<file path="src/rtl/occupancy_reader.sv">
// Read side of the occupancy grid: fetches the 2x2 cell neighbourhood of a query point
// through the shared single-port grid RAM, yielding to the writer and masking off-map cells.
module occupancy_reader #(
   parameter int unsigned MAP_WIDTH  = 256,
   parameter int unsigned MAP_HEIGHT = 256,
   parameter int unsigned WORD_WIDTH = 8,
   parameter logic [WORD_WIDTH-1:0] OOB_VALUE = '0
) (
   input  logic                                     clock,
   input  logic                                     reset,
   input  logic                                     query_valid,
   output logic                                     query_ready,
   input  logic [$clog2(MAP_WIDTH)-1:0]             query_x,
   input  logic [$clog2(MAP_HEIGHT)-1:0]            query_y,
   input  logic                                     writer_busy,
   output logic                                     ram_read_enable,
   output logic [$clog2(MAP_WIDTH*MAP_HEIGHT)-1:0]  ram_address,
   input  logic [WORD_WIDTH-1:0]                    ram_data,
   output logic [WORD_WIDTH-1:0]                    cell_00,
   output logic [WORD_WIDTH-1:0]                    cell_10,
   output logic [WORD_WIDTH-1:0]                    cell_01,
   output logic [WORD_WIDTH-1:0]                    cell_11,
   output logic                                     result_valid
);

   localparam int unsigned XW = $clog2(MAP_WIDTH);
   localparam int unsigned YW = $clog2(MAP_HEIGHT);
   localparam int unsigned AW = $clog2(MAP_WIDTH * MAP_HEIGHT);

   typedef enum logic [1:0] {StIdle, StFetch, StDrain, StDone} state_e;

   state_e                state_q, state_d;
   logic [XW-1:0]         x_q;
   logic [YW-1:0]         y_q;
   logic [1:0]            slot_q, slot_d;
   logic                  pend_valid_q;
   logic [1:0]            pend_slot_q;
   logic [AW-1:0]         addr_q;
   logic [WORD_WIDTH-1:0] cell_q [4];

   logic [XW:0]           col;
   logic [YW:0]           row;
   logic [AW-1:0]         addr_calc;
   logic                  in_bounds;
   logic                  strobe;
   logic                  advance;

   // Neighbour coordinates carry one extra bit so x+1 / y+1 never wrap back onto the map.
   always_comb begin
      col       = {1'b0, x_q} + (XW+1)'(slot_q[0]);
      row       = {1'b0, y_q} + (YW+1)'(slot_q[1]);
      in_bounds = (32'(col) < MAP_WIDTH) && (32'(row) < MAP_HEIGHT);
      addr_calc = AW'(row) * AW'(MAP_WIDTH) + AW'(col);
   end

   always_comb begin
      state_d = state_q;
      slot_d  = slot_q;
      strobe  = 1'b0;
      advance = 1'b0;
      unique case (state_q)
         StIdle: begin
            if (query_valid) begin
               state_d = StFetch;
               slot_d  = 2'd0;
            end
         end
         StFetch: begin
            if (!writer_busy) begin
               advance = 1'b1;
               strobe  = in_bounds;
               slot_d  = slot_q + 2'd1;
               if (slot_q == 2'd3) state_d = StDrain;
            end
         end
         StDrain: state_d = StDone;
         StDone:  state_d = StIdle;
         default: state_d = StIdle;
      endcase
   end

   always_comb begin
      query_ready     = (state_q == StIdle);
      result_valid    = (state_q == StDone);
      ram_read_enable = strobe;
      ram_address     = strobe ? addr_calc : addr_q;
      cell_00         = cell_q[0];
      cell_10         = cell_q[1];
      cell_01         = cell_q[2];
      cell_11         = cell_q[3];
   end

   always_ff @(posedge clock or posedge reset) begin
      if (reset) begin
         state_q      <= StIdle;
         slot_q       <= 2'd0;
         x_q          <= '0;
         y_q          <= '0;
         pend_valid_q <= 1'b0;
         pend_slot_q  <= 2'd0;
         addr_q       <= '0;
         for (int i = 0; i < 4; i++) cell_q[i] <= '0;
      end else begin
         state_q      <= state_d;
         slot_q       <= slot_d;
         pend_valid_q <= strobe;
         pend_slot_q  <= slot_q;
         addr_q       <= ram_address;
         if (query_valid && state_q == StIdle) begin
            x_q <= query_x;
            y_q <= query_y;
         end
         // Pending capture targets the previous slot, OOB fill the current one: never the same.
         if (pend_valid_q) cell_q[pend_slot_q] <= ram_data;
         if (advance && !in_bounds) cell_q[slot_q] <= OOB_VALUE;
      end
   end

endmodule

</file>
<file path="config.mk">
export PLATFORM = sky130hd
export DESIGN_NAME = occupancy_reader
export DESIGN_NICKNAME = d
export VERILOG_FILES = /design/src/rtl/occupancy_reader.sv
export SDC_FILE = /design/constraint.sdc
export NUM_CORES = 1
export LEC_CHECK = 0
export CORE_ASPECT_RATIO = 0.8
export CORE_MARGIN = 5
export CORE_UTILIZATION = 35
export DETAILED_ROUTE_END_ITERATION = 12
export SYNTH_ARGS = -nofsm -noshare
export SYNTH_HDL_FRONTEND = slang
export SYNTH_SLANG_ARGS = --single-unit
</file>
<file path="constraint.sdc">
create_clock -name clock -period 3.26 [get_ports clock]
set_clock_uncertainty 0.05 [all_clocks]
set_input_delay 0.652 -clock clock [delete_from_list [all_inputs] [get_ports clock]]
set_output_delay 0.652 -clock clock [all_outputs]
set_load 0.05 [all_outputs]
</file>
* After elaboration in Yosys (flattened, before gate mapping) *
Cells that the tools add are included.

storage, ports and cells
  register bits after elaboration = 71
  bits of input ports = 28
  output and inout port bits = 51
  word-level logic and storage cells = 61

cells by class
  add/sub/neg operators = 4
  order comparisons = 6
  equality and inequality tests = 7
  multiplexer cells = 19
  bitwise logic cells = 4
  reduce and logical (&&, ||, !) cells = 10

operator list
  operator                                                               count
  32-bit 2-to-1 mux                                                      2
  32-bit bitwise AND                                                     1
  32-bit bitwise mux                                                     1
  8-bit demux with 2-bit select                                          2
  32-bit inverter                                                        1
  8-bit by 1-bit adder with 9-bit output                                 2
  9-bit < comparator (second input constant)                             2
  16-bit by 9-bit adder with 16-bit output                               1
  16-bit 2-to-1 mux                                                      1
  8-bit 2-to-1 mux                                                       2
  2-bit 2-to-1 mux                                                       5
  2-bit one-hot mux with 4 select lines                                  1
  2-bit == test (second input constant)                                  3
  3-bit >= comparator (second input constant)                            2
  3-bit by 1-bit < comparator with 1-bit output (second input constant)  2
  2-bit != test (second input constant)                                  3
  2-bit inverter with 3-bit output                                       2
  3-bit AND reduction                                                    2
  1-bit logical AND                                                      5
  1-bit 2-to-1 mux                                                       4
  2-bit one-hot mux with 2 select lines                                  1
  2-bit by 1-bit adder with 2-bit output (second input constant)         1
  2-bit by 1-bit == test with 1-bit output (second input constant)       1
  2-bit zero test                                                        1
  2 further kinds                                                        2

* Longest topological paths before layout *
  word-level depth = 9
  gate-level depth with buffers = 10
  depth with buffers taken out = 10

* Worst setup path after synthesis *
No wires, ideal clock.

  path type = register -> output
  start point = register slot_q[0]
  end point = output port ram_address[9]
  data arrival time = 2.824 ns
  slack = -0.266 ns
  stages on the path, launching flop included = 10
  path buffers = 1
  path through = dfrtp_1 -> ha_1 -> ha_1 -> and3_1 -> nand4_1 -> inv_1 -> nor3b_2 -> buf_2 -> nor2_1 -> a21oi_1

on the way
  longest elaborated chain between the ends = 6
  elaborated cells between the ends (all ways) = 7
  those cells by class = add/sub: 2; order compare: 1; mux: 3; reduce/logical: 1

ends and longest elaborated chain
  item                                    line  RTL
  from (decl)                             35    logic [1:0] slot_q, slot_d;
  from (signal assigned)                  105   slot_q <= slot_d;
  8-bit by 1-bit adder with 9-bit output  50    col = {1'b0, x_q} + (XW+1)'(slot_q[0]);
  9-bit < comparator                      52    in_bounds = (32'(col) < MAP_WIDTH) && (32'(row) < MAP_HEIGHT);
  1-bit logical AND                       52
  1-bit 2-to-1 mux                        69    if (!writer_busy) begin
  1-bit 2-to-1 mux                        61    unique case (state_q)
  via ram_read_enable                     16    output logic ram_read_enable,
  16-bit 2-to-1 mux                       86    ram_address = strobe ? addr_calc : addr_q;
  to (decl)                               17    output logic [$clog2(MAP_WIDTH*MAP_HEIGHT)-1:0] ram_address,

The timed path passes the listed nets, and every way through them passes these cells.

* Worst setup path in the final report *
  start point = register slot_q[0]
  end point = output port ram_address[12]

on the way
  longest elaborated chain between the ends = 6
  elaborated cells between the ends (all ways) = 7
  those cells by class = add/sub: 2; order compare: 1; mux: 3; reduce/logical: 1

ends and longest elaborated chain
  item                                        line
  8-bit by 1-bit adder with 9-bit output (*)  50
  9-bit < comparator                          52
  1-bit logical AND                           52
  1-bit 2-to-1 mux                            69
  1-bit 2-to-1 mux                            61
  16-bit 2-to-1 mux (*)                       86

Every way passes the cells marked *; elsewhere a longest branch is shown, timed or not.

==> run summary <==
- **Port Buf Inserts** 78
- **result of the run** finished, violations left
- **cell total after placement** 472
- **Final Worst Setup Slack** -0.07348 ns
- **Synth async-reset ratio** 100.0%
- **top cell type's share of synthesized area** 53.46%
- **maximum clock path buffer count** 2
- **area added between synthesis and finish** 54.93%
- **startpoint-to-endpoint class of the critical path** flip-flop to output port
- **Inserted Clock Buffers** 9
- **biggest cell delay along the critical path** 0.39 ns
- **initial drt markers** 93
- **overall overflow remaining after global route** 0
- **core region area** 0.009154 sq mm
- **critical path cell sequence** ha_2 > ha_4 > and3_4 > nand4_1 > inv_2 > buf_6 > nor3b_4 > buf_12 > buf_12 > mux2_4 > buf_8
- **ys flop type** sky130_fd_sc_hd__dfrtp_1
- **final-report hold violation count** 0
- **max-capacitance violation count** 0
- **Crit path required time** 2.56 ns
- **count of synthesis-stage warnings from yosys** 0
- **Hold Crit Class** flip-flop to flip-flop
- **data arrival time of the critical path** 2.63 ns
- **family with the most delay on the worst path** buffers and inverters
- **cell seen most often among critical-path stages** sky130_fd_sc_hd__buf_12
- **global-route wire length before repair** 14.04 mm
- **setup repair after global routing missed its margin** true
- **worst-skew pair later-pin latency** 0.32 ns
- **total detailed-routing wirelength** 8.410 mm
- **count of pins over their slew limit** 0
- **combined buffer and inverter count along the critical path** 5
- **Clock Pin Slew Worst Setup and Hold Paths** 0.06 ns
- **Placement Rows** 31
- **DRT Pass-1 Iters** 4
- **DRC viols** 0
- **Post-Place Worst Slack** 0.002529 ns
- **TritonCTS clock tree** built
- **sequential cell area fraction in the yosys report** 53.46%
- **cell type with the highest aggregate area in the netlist** sky130_fd_sc_hd__dfrtp_1
- **largest net degree at the start of global routing** 33
- **shortest clock period the worst path allows after layout** 3.333 ns
- **clock root buffer** sky130_fd_sc_hd__clkbuf_16
- **Final Instance Area** 0.005149 sq mm
- **clock sinks** 71
- **Critical Path Fanout Max** 6
- **top cells by area in the synthesized netlist** sky130_fd_sc_hd__dfrtp_1 (53%), sky130_fd_sc_hd__mux2i_1 (9.6%), sky130_fd_sc_hd__mux2_2 (7.8%), sky130_fd_sc_hd__ha_1 (5.6%), sky130_fd_sc_hd__nor2_1 (4.6%)
- **headroom to the max-slew limit** 33.16%
- **CTS H-tree lvls** 3
- **cell area after synthesis** 0.003323 sq mm
- **Syn Inst Count** 281
- **Diodes inserted** 0
- **placed standard-cell area** 0.004398 sq mm
- **average cell area after synthesis** 11.83 sq um
- **synthesized netlist net count** 324
- **Post-synth EDFFs** 0
- **antenna violations before repair** 0
- **final weighted congestion of routability-driven global placement** 0.7477
- **register bit count reported by yosys** 71
- **fraction of final layout cells sized beyond drive strength 1** 29.62%
- **overall die height** 97.16 um
- **total track usage** 15.26%
- **Initial Utilization** 36.30%
- **number of global-route vias before repair** 2651
- **count of different cell masters after synthesis** 37
- **Ports** 79
- **peak clock frequency supported by timing** 300.0 MHz
- **placed wire-length estimate after detailed placement** 5.680 mm
- **final-stage net count** 433
- **non-filler instance count after layout** 510
- **violated checks** negative setup slack
- **die extent in x** 118.9 um
- **total of fill cells in the finished design** 794
- **crit start category** flip-flop
- **via count of the routed design** 2415
- **final worst-path cycle share** 102.3%
- **vias per inst** 4.735
- **die outline area** 0.01156 sq mm
- **critical path endpoint category** output port
- **number of setup violations in the final report** 12
- **Crit-path slowest cell** sky130_fd_sc_hd__dfrtp_1
- **wire per inst** 16.49 um
- **actual transition at the worst max-transition pin** 0.9982 ns
- **number of nets with antenna violations after detailed routing** 0
==> path summary, 6_finish.rpt <==
check | from | to | slack, ns | depth (start not counted)
setup / recovery | slot_q[0]$_DFFE_PP0P_ | ram_address[12] | -0.07 | 11
hold / removal | slot_q[1]$_DFFE_PP0P_ | pend_slot_q[1]$_DFF_PP0_ | 0.45 | 0
setup reg to reg | slot_q[0]$_DFFE_PP0P_ | addr_q[2]$_DFF_PP0_ | 0.81 | 14
hold reg to reg | slot_q[1]$_DFFE_PP0P_ | pend_slot_q[1]$_DFF_PP0_ | 0.45 | 0
max in group asynchronous | reset | cell_10[7]$_DFF_PP0_ | 1.77 | 3
min in group asynchronous | reset | addr_q[3]$_DFF_PP0_ | 0.60 | 2
==> synth_stat cells, types with 2 or more instances <==
cell type / instances
sky130_fd_sc_hd__xnor2_1: 7
sky130_fd_sc_hd__nand4_1: 4
sky130_fd_sc_hd__xor2_1: 8
sky130_fd_sc_hd__a21oi_1: 7
sky130_fd_sc_hd__a22o_1: 2
sky130_fd_sc_hd__nor2_1: 41
sky130_fd_sc_hd__mux2i_1: 32
sky130_fd_sc_hd__ha_1: 15
sky130_fd_sc_hd__and2_1: 5
sky130_fd_sc_hd__nand3b_1: 2
sky130_fd_sc_hd__mux2_2: 23
sky130_fd_sc_hd__nand3_1: 12
sky130_fd_sc_hd__o21ai_0: 6
sky130_fd_sc_hd__nand2_1: 11
sky130_fd_sc_hd__inv_1: 8
sky130_fd_sc_hd__buf_1: 3
sky130_fd_sc_hd__clkbuf_1: 5
sky130_fd_sc_hd__dfrtp_1: 71
==> worst reg2reg max path, delay by kind of cell (launching register included) <==
kind,cells,cell delay [ns]
buf+inv,7,0.81
simple gates,4,0.63
flops,1,0.39
fa+ha+maj,2,0.37
compound gates,1,0.15
==> sequential cells by signal, indices dropped and copies added (netlist names) <==
name,count
pend_valid_q,1
cell_01,8
addr_q,16
cell_11,8
state_q,2
slot_q,2
y_q,8
cell_00,8
cell_10,8
pend_slot_q,2
x_q,8
==> timing repair <==
action                                  4_1_cts  5_1_grt
pin swaps                                     6        2
hold buffers                                  0        0
resized for setup                            48       13
gates cloned                                  1        0
endpoints found under the setup margin        9       17
setup buffers                                15        7
==> cell type report <==
type                    instances  area (sq um)  area share (%)
clock buffers                   9         225.2           4.374
flip-flops and latches         71          1778           34.53
inverters                       8         30.03          0.5832
well taps                     115         143.9           2.795
multi-input cells             192          1672           32.47
clock inverters                 7         73.82           1.434
repair buffers                108          1226           23.82
==> cells in the final DEF (no fill, tap or decap), types with 2 or more instances in the layout <==
master                            count
sky130_fd_sc_hd__a2111oi_4            2
sky130_fd_sc_hd__a21oi_2              2
sky130_fd_sc_hd__a21oi_4              4
sky130_fd_sc_hd__a22o_1               2
sky130_fd_sc_hd__and2_1               5
sky130_fd_sc_hd__buf_12              14
sky130_fd_sc_hd__buf_4               21
sky130_fd_sc_hd__buf_6                4
sky130_fd_sc_hd__buf_8                7
sky130_fd_sc_hd__clkbuf_16            9
sky130_fd_sc_hd__clkdlybuf4s50_1     61
sky130_fd_sc_hd__clkinv_2             2
sky130_fd_sc_hd__clkinv_4             3
sky130_fd_sc_hd__dfrtp_1             70
sky130_fd_sc_hd__ha_1                11
sky130_fd_sc_hd__ha_2                 3
sky130_fd_sc_hd__inv_1                6
sky130_fd_sc_hd__inv_2                2
sky130_fd_sc_hd__mux2_2              16
sky130_fd_sc_hd__mux2_4               8
sky130_fd_sc_hd__mux2i_1             32
sky130_fd_sc_hd__nand2_1             11
sky130_fd_sc_hd__nand3_1              9
sky130_fd_sc_hd__nand3_2              2
sky130_fd_sc_hd__nand3b_1             2
sky130_fd_sc_hd__nand4_1              4
sky130_fd_sc_hd__nor2_1              35
sky130_fd_sc_hd__nor2_2               2
sky130_fd_sc_hd__nor2_4               4
sky130_fd_sc_hd__o21ai_0              5
sky130_fd_sc_hd__xnor2_1              7
sky130_fd_sc_hd__xor2_1               8
==> routing by layer <==
| metal | track usage, % | part of all wire, % | up-vias |
|---|---|---|---|
| met4 | 5.076 | 1.0 | 0 |
| met5 | 0 | 0 | - |
| met2 | 24.28 | 48 | 42 |
| met3 | 3.434 | 3.5 | 8 |
| met1 | 20.61 | 48 | 1177 |
| li1 | - | - | 1188 |
==> per-stage QoR <==
stage / utilization [%] / hold WS (ns) / TNS, ns
after floorplan: - / 0.3964 / -0.02043
after global placement: 48.05 / 0.4282 / 0
after detailed placement: 48.05 / 0.4356 / 0
after CTS: 55.13 / 0.4519 / -0.7504
after global routing: 56.25 / 0.4676 / -1.874
final: 56.25 / 0.4452 / -0.6631
==> cell families (layout without fill, tap and decap cells) <==
group | count (synthesis) | after routing | share of synthesized area [%]
xor+xnor | 15 | 15 | 3.953
buf+inv | 18 | 132 | 2.184
compound gates | 23 | 23 | 5.234
fa+ha+maj | 15 | 15 | 5.648
mux | 56 | 56 | 17.77
simple gates | 83 | 83 | 11.75
flops | 71 | 71 | 53.46
Power is not shown: default switching activity piles up to over one toggle a cycle in this logic, so the estimate is an artifact.
